**src/rtl/wb_pkg.sv**
```systemverilog
// Types and width helpers shared by the Wishbone master bridge, its bus interface
// and anything that inspects the bridge state.
package wb_pkg;

    typedef enum logic [1:0] {
        ST_IDLE,
        ST_REQ,
        ST_WAIT,
        ST_DONE
    } state_t;

    localparam int BYTE_W = 8;

    function automatic int sel_width(input int data_w);
        return data_w / BYTE_W;
    endfunction

    // Number of address bits that select a byte lane inside one bus word.
    function automatic int adr_lsb(input int data_w);
        return (data_w > BYTE_W) ? $clog2(data_w / BYTE_W) : 0;
    endfunction

endpackage

```
**src/rtl/wb_master_bridge_if.sv**
```systemverilog
// Wishbone bus bundle between the bridge (master modport) and a slave (slave modport).
interface wb_master_bridge_if #(
    parameter int DATA_W = 32,
    parameter int ADDR_W = 32
);
    import wb_pkg::*;

    localparam int SEL_W = sel_width(DATA_W);

    // Handshake: the core holds core_req_i (valid) with stable fields until the
    // one-cycle core_ready_o pulse. On the bus, a strobe is accepted in a cycle with
    // wb_stb_o=1 and wb_stall_i=0 (pipelined only); wb_ack_i or wb_err_i in a cycle
    // with wb_cyc_o=1 terminates the transfer, err taking priority over ack.
    logic              wb_cyc_o;
    logic              wb_stb_o;
    logic              wb_we_o;
    logic [ADDR_W-1:0] wb_adr_o;
    logic [DATA_W-1:0] wb_dat_o;
    logic [SEL_W-1:0]  wb_sel_o;
    logic              wb_ack_i;
    logic              wb_err_i;
    logic              wb_stall_i;
    logic [DATA_W-1:0] wb_dat_i;

    modport master (
        output wb_cyc_o, wb_stb_o, wb_we_o, wb_adr_o, wb_dat_o, wb_sel_o,
        input  wb_ack_i, wb_err_i, wb_stall_i, wb_dat_i
    );

    modport slave (
        input  wb_cyc_o, wb_stb_o, wb_we_o, wb_adr_o, wb_dat_o, wb_sel_o,
        output wb_ack_i, wb_err_i, wb_stall_i, wb_dat_i
    );

endinterface

```
**src/rtl/wb_master_bridge.sv**
```systemverilog
// Single-outstanding core-to-Wishbone master bridge, classic or B4 pipelined,
// with an optional bus-cycle timeout that completes the request with an error.
module wb_master_bridge
    import wb_pkg::*;
#(
    parameter int DATA_W    = 32,
    parameter int ADDR_W    = 32,
    parameter int PIPELINED = 0,
    parameter int TIMEOUT   = 256
) (
    input  logic                     clk,
    input  logic                     rst,
    input  logic                     core_req_i,
    input  logic                     core_we_i,
    input  logic [ADDR_W-1:0]        core_addr_i,
    input  logic [DATA_W-1:0]        core_wdata_i,
    input  logic [DATA_W/8-1:0]      core_be_i,
    output logic                     core_ready_o,
    output logic [DATA_W-1:0]        core_rdata_o,
    output logic                     core_err_o,
    wb_master_bridge_if.master       wb,
    output state_t                   dbg_state_o
);

    localparam int SEL_W = sel_width(DATA_W);
    localparam int LSB   = adr_lsb(DATA_W);
    localparam int TMO_W = (TIMEOUT > 0) ? $clog2(TIMEOUT + 1) : 1;
    localparam logic [TMO_W-1:0]  TMO_LAST = TMO_W'((TIMEOUT > 0) ? TIMEOUT - 1 : 0);
    localparam logic [ADDR_W-1:0] ADR_MASK = ~ADDR_W'((1 << LSB) - 1);

    state_t              state_q, state_d;
    logic                we_q, we_d;
    logic [ADDR_W-1:0]   adr_q, adr_d;
    logic [DATA_W-1:0]   dat_q, dat_d;
    logic [SEL_W-1:0]    sel_q, sel_d;
    logic [DATA_W-1:0]   rdata_q, rdata_d;
    logic                err_q, err_d;
    logic [TMO_W-1:0]    tmo_q, tmo_d;

    always_ff @(posedge clk) begin
        if (rst) begin
            state_q <= ST_IDLE;
            we_q    <= 1'b0;
            adr_q   <= '0;
            dat_q   <= '0;
            sel_q   <= '0;
            rdata_q <= '0;
            err_q   <= 1'b0;
            tmo_q   <= '0;
        end else begin
            state_q <= state_d;
            we_q    <= we_d;
            adr_q   <= adr_d;
            dat_q   <= dat_d;
            sel_q   <= sel_d;
            rdata_q <= rdata_d;
            err_q   <= err_d;
            tmo_q   <= tmo_d;
        end
    end

    always_comb begin
        state_d = state_q;
        we_d    = we_q;
        adr_d   = adr_q;
        dat_d   = dat_q;
        sel_d   = sel_q;
        rdata_d = rdata_q;
        err_d   = err_q;
        tmo_d   = tmo_q;
        case (state_q)
            ST_IDLE: begin
                if (core_req_i) begin
                    we_d  = core_we_i;
                    adr_d = core_addr_i & ADR_MASK;
                    dat_d = core_wdata_i;
                    sel_d = core_we_i ? core_be_i : '1;
                    tmo_d = '0;
                    // A write that touches no byte lane completes without a bus cycle.
                    if (core_we_i && (core_be_i == '0)) begin
                        state_d = ST_DONE;
                        err_d   = 1'b0;
                        rdata_d = '0;
                    end else begin
                        state_d = ST_REQ;
                    end
                end
            end
            ST_REQ, ST_WAIT: begin
                if (wb.wb_err_i) begin
                    state_d = ST_DONE;
                    err_d   = 1'b1;
                    rdata_d = '0;
                end else if (wb.wb_ack_i) begin
                    state_d = ST_DONE;
                    err_d   = 1'b0;
                    rdata_d = we_q ? '0 : wb.wb_dat_i;
                end else if ((TIMEOUT != 0) && (tmo_q == TMO_LAST)) begin
                    state_d = ST_DONE;
                    err_d   = 1'b1;
                    rdata_d = '0;
                end else begin
                    tmo_d = tmo_q + 1'b1;
                    if ((state_q == ST_REQ) && (PIPELINED != 0) && !wb.wb_stall_i) begin
                        state_d = ST_WAIT;
                    end
                end
            end
            ST_DONE: state_d = ST_IDLE;
            default: state_d = ST_IDLE;
        endcase
    end

    assign core_ready_o = (state_q == ST_DONE);
    assign core_err_o   = core_ready_o & err_q;
    assign core_rdata_o = rdata_q;

    assign wb.wb_cyc_o  = (state_q == ST_REQ) || (state_q == ST_WAIT);
    assign wb.wb_stb_o  = (state_q == ST_REQ);
    assign wb.wb_we_o   = we_q;
    assign wb.wb_adr_o  = adr_q;
    assign wb.wb_dat_o  = dat_q;
    assign wb.wb_sel_o  = sel_q;

    assign dbg_state_o  = state_q;

endmodule

```
**src/flat_wrapper.sv**
```systemverilog
// flat-port wrapper written by rule: the top's interface ports become plain ports
module wb_master_bridge_flat import wb_pkg::*;
#(
    parameter int DATA_W    = 32,
    parameter int ADDR_W    = 32,
    parameter int PIPELINED = 0,
    parameter int TIMEOUT   = 256
)
  (clk, rst, core_req_i, core_we_i, core_addr_i, core_wdata_i, core_be_i, core_ready_o, core_rdata_o, core_err_o, dbg_state_o, wb_wb_cyc_o, wb_wb_stb_o, wb_wb_we_o, wb_wb_adr_o, wb_wb_dat_o, wb_wb_sel_o, wb_wb_ack_i, wb_wb_err_i, wb_wb_stall_i, wb_wb_dat_i);
  wb_master_bridge_if #(.DATA_W(DATA_W), .ADDR_W(ADDR_W)) wb_i ();
  input  logic clk;
  input  logic rst;
  input  logic core_req_i;
  input  logic core_we_i;
  input  logic [ADDR_W-1:0] core_addr_i;
  input  logic [DATA_W-1:0] core_wdata_i;
  input  logic [DATA_W/8-1:0] core_be_i;
  output logic core_ready_o;
  output logic [DATA_W-1:0] core_rdata_o;
  output logic core_err_o;
  output state_t dbg_state_o;
  output wire logic [$bits(wb_i.wb_cyc_o)-1:0] wb_wb_cyc_o;
  output wire logic [$bits(wb_i.wb_stb_o)-1:0] wb_wb_stb_o;
  output wire logic [$bits(wb_i.wb_we_o)-1:0] wb_wb_we_o;
  output wire logic [$bits(wb_i.wb_adr_o)-1:0] wb_wb_adr_o;
  output wire logic [$bits(wb_i.wb_dat_o)-1:0] wb_wb_dat_o;
  output wire logic [$bits(wb_i.wb_sel_o)-1:0] wb_wb_sel_o;
  input wire logic [$bits(wb_i.wb_ack_i)-1:0] wb_wb_ack_i;
  input wire logic [$bits(wb_i.wb_err_i)-1:0] wb_wb_err_i;
  input wire logic [$bits(wb_i.wb_stall_i)-1:0] wb_wb_stall_i;
  input wire logic [$bits(wb_i.wb_dat_i)-1:0] wb_wb_dat_i;
  assign wb_wb_cyc_o = wb_i.wb_cyc_o;
  assign wb_wb_stb_o = wb_i.wb_stb_o;
  assign wb_wb_we_o = wb_i.wb_we_o;
  assign wb_wb_adr_o = wb_i.wb_adr_o;
  assign wb_wb_dat_o = wb_i.wb_dat_o;
  assign wb_wb_sel_o = wb_i.wb_sel_o;
  assign wb_i.wb_ack_i = wb_wb_ack_i;
  assign wb_i.wb_err_i = wb_wb_err_i;
  assign wb_i.wb_stall_i = wb_wb_stall_i;
  assign wb_i.wb_dat_i = wb_wb_dat_i;
  wb_master_bridge #(.DATA_W(DATA_W), .ADDR_W(ADDR_W), .PIPELINED(PIPELINED), .TIMEOUT(TIMEOUT)) u_core (.clk(clk), .rst(rst), .core_req_i(core_req_i), .core_we_i(core_we_i), .core_addr_i(core_addr_i), .core_wdata_i(core_wdata_i), .core_be_i(core_be_i), .core_ready_o(core_ready_o), .core_rdata_o(core_rdata_o), .core_err_o(core_err_o), .wb(wb_i), .dbg_state_o(dbg_state_o));
endmodule
```
**config.mk**
```make
export PLATFORM = sky130hd
export DESIGN_NAME = wb_master_bridge_flat
export DESIGN_NICKNAME = d
export VERILOG_FILES = /design/src/rtl/wb_pkg.sv /design/src/rtl/wb_master_bridge_if.sv /design/src/rtl/wb_master_bridge.sv /design/src/flat_wrapper.sv
export SDC_FILE = /design/constraint.sdc
export NUM_CORES = 1
export LEC_CHECK = 0
export CAP_MARGIN = 30
export CORE_ASPECT_RATIO = 1.2
export CORE_MARGIN = 2
export CORE_UTILIZATION = 25
export DETAILED_ROUTE_END_ITERATION = 6
export DONT_BUFFER_PORTS = 1
export GPL_ROUTABILITY_DRIVEN = 0
export PLACE_DENSITY_LB_ADDON = 0.05
export SETUP_SLACK_MARGIN = 0.02
export SLEW_MARGIN = 0
export SYNTH_ARGS = -nofsm -noshare
export SYNTH_HDL_FRONTEND = slang
export SYNTH_SLANG_ARGS = --single-unit
export TNS_END_PERCENT = 20
```
**constraint.sdc**
```tcl
create_clock -name clk -period 3.31 [get_ports clk]
set_input_delay 0.662 -clock clk [delete_from_list [all_inputs] [get_ports clk]]
set_output_delay 0.662 -clock clk [all_outputs]
set_load 0.01 [all_outputs]
```
==> impl_metrics.json <==
{
  "cts_tree": "done",
  "area_delta_synth_final_pct": 9.904,
  "insertion_delay_ps": 350,
  "reg2reg_slack_ps": 920,
  "slew_viol_final": 0,
  "period_share_pct": 72.27,
  "synth_cell_types": 35,
  "power_per_cell_area_nw_per_um2": 591.5,
  "drt-total-wl_mm": 12.44,
  "synth_edf_count": 0,
  "cts_setup_buffers": 0,
  "grt_first_pass_wirelength_mm": 18.86,
  "num_antenna_cells": 0,
  "rr_startpoint": "u_core.tmo_q[0]",
  "tightestPinTransition_ps": 776.7,
  "clockRootBuffer": "clkbuf_16",
  "drive_gt1_share_pct": 12.80,
  "cp_slowest_cell": "or4b_4",
  "die_h_um": 150.1,
  "regToRegEndpoint": "u_core.core_rdata_o[17]",
  "crit_required_ps": 3600,
  "period_minus_slack_ps": 2392,
  "cts-hold-fix-buffers": 0,
  "critical_path_depth": 9,
  "setup_tns_ps": 0,
  "clk_pin_slew_ps": 70,
  "syn_inst": 518,
  "setup_violations": 0,
  "synth_common_cells": "nand2_1 (130), dfxtp_1 (111), a21oi_1 (64), nand2b_1 (35), nand4_1 (33)",
  "max_freq_mhz": 418.0,
  "dpl.hpwl_mm": 8.368,
  "grt_util_met3_pct": 5.579,
  "max_slew_margin_pct": 48.04,
  "crit_top_cell": "ha_1",
  "antenna_found_initial": 0,
  "use_met2_pct": 20.76,
  "outcome": "completed",
  "cts_resized": 0,
  "post_drt_wl_per_cell_um": 17.28,
  "synth_top_area_share_pct": 49.97,
  "critPathMaxFanout": 25,
  "initial_core_util_pct": 25.40,
  "cp-start-kind": "flop",
  "ir_drop_mv": 0.2259,
  "synth-async-reset-ratio_pct": 0,
  "worstHoldPathType": "input port to flop",
  "synth_top_area_cell": "dfxtp_1",
  "rr_worst_depth": 9,
  "synth_most_common_cell": "nand2_1",
  "drtPass1Iterations": 4,
  "synthTopCellsByArea": "dfxtp_1 (50%), nand2_1 (11%), a21oi_1 (7.2%)",
  "rsz0062_at_grt": "no",
  "synth_seq_cells": 111,
  "core_area_um2": 17510,
  "numClockSinks": 111,
  "fin_util_pct": 27.92,
  "viasPerCell": 4.732,
  "critPathLaunch": "u_core.tmo_q[0]",
  "grt_start_max_net_pins": 106,
  "crit_type": "flop to flop",
  "fin_skew_ps": 6.779,
  "path_cells": "ha_1, nand2_1, nor3_1, ha_1, or4b_4, nor2b_4, and2_2, buf_12, o21ai_2",
  "ys_seq_area_share_pct": 49.97,
  "grt.met1_usage_pct": 14.86,
  "top_usage_layer": "met2",
  "synth_top_flop_cell": "dfxtp_1",
  "die_area_um2": 18870,
  "synth_area_um2": 4447,
  "grt_pass1_vias": 3397,
  "gr-total-overflow": 0,
  "avgSynthCellArea_um2": 8.584,
  "cp_top_family": "simple AND/OR/NAND/NOR gates",
  "nets": 608,
  "fin_total_pwr_mw": 2.891,
  "cts.htree.levels": 3,
  "portBuffers": 0,
  "die_w_um": 125.7,
  "drtIter0Drc": 125,
  "rows": 53,
  "endpoint_kind": "flop",
  "track_usage_pct": 12.69,
  "clk_path_buf_depth": 2,
  "drc": 0,
  "slowest_delay_ps": 550,
  "postRouteAntennaNets": 0,
  "endpoint": "u_core.core_rdata_o[17]",
  "ios": 214,
  "yosysWarningCount": 0,
  "vias": 3407,
  "p_leak_nw": 1.663,
  "crit_arrival_ps": 2680,
  "maxCapViolations": 0,
  "cts_made_buffers": 9,
  "path_buf_inv": 1,
  "finalHoldViolations": 0
}
==> layout by cell type (no fill, tap or decap), drive strengths merged, types with 8 or more instances in the layout <==
master  count
inv         8
dfxtp     111
o21ai      32
nor2       15
nand2     130
nand2b     35
clkbuf     10
nand4      33
buf        10
a21oi      64
==> state kept, by name, summed over array words and instances (netlist names) <==
register             count
u_core.wb.wb_we_o        1
u_core.core_rdata_o     32
u_core.wb.wb_adr_o      30
u_core.tmo_q             9
u_core.err_q             1
u_core.dbg_state_o       2
u_core.wb.wb_sel_o       4
u_core.wb.wb_dat_o      32
==> kinds of logic (layout without fill, tap and decap cells) <==
family	after synthesis	after routing	share of synthesized area (%)
mux	3	3	0.6753
fa+ha+maj	6	6	1.688
compound gates	108	108	15.84
other cells	1	2	0.08433
simple gates	230	230	24.56
buf+inv	52	33	5.796
xor+xnor	7	7	1.379
flops	111	111	49.97
==> how the worst min path moves through the flow <==
stage | start | to | slack, ps | depth (start not counted)
final | rst | u_core.dbg_state_o[1] | 380 | 1
after global routing | rst | u_core.dbg_state_o[0] | 350 | 1
after CTS | rst | u_core.dbg_state_o[1] | 360 | 1
after detailed placement | u_core.wb.wb_adr_o[12] | u_core.wb.wb_adr_o[12] | 490 | 2
after global placement | u_core.wb.wb_dat_o[27] | u_core.wb.wb_dat_o[27] | 490 | 2
after floorplan | u_core.err_q | u_core.err_q | 440 | 2
==> stage by stage <==
| step | cell area (um^2) | hold WS, ps | std cells | worst slack [ps] |
|---|---|---|---|---|
| 2_1_floorplan | 4451 | 444.4 | 519 | 998.4 |
| 3_3_place_gp | 4592 | 488.9 | 703 | 621.4 |
| 3_5_place_dp | 4612 | 491.4 | 704 | 925.8 |
| 4_1_cts | 4887 | 358.3 | 720 | 908.4 |
| 5_1_grt | 4887 | 354.9 | 720 | 806.8 |
| 6_report | 4887 | 378.4 | 720 | 917.9 |
==> metal layers <==
| layer | wire [um] | vias to the layer above | share of wire (%) |
|---|---|---|---|
| met3 | 1253 | 11 | 10 |
| li1 | - | 1682 | - |
| met4 | 176 | 0 | 1.4 |
| met5 | 0 | - | 0 |
| met1 | 5057 | 1579 | 41 |
| met2 | 5953 | 135 | 48 |
==> area by class of cell <==
class	instances	area (um^2)
Tap cell	220	275.3
Timing Repair Buffer	10	87.58
Fill cell	1928	12620
Sequential cell	111	2222
Clock inverter	6	46.29
Multi-Input combinational cell	356	2001
Inverter	7	26.28
Clock buffer	10	229.0
==> where the power goes <==
part | switching (mW) | internal [mW] | total [mW]
sequential | 0.0875 | 1.41 | 1.50
clock | 0.530 | 0.516 | 1.05
combinational | 0.235 | 0.111 | 0.346
Note: power is estimated with default switching activity, not from simulation.
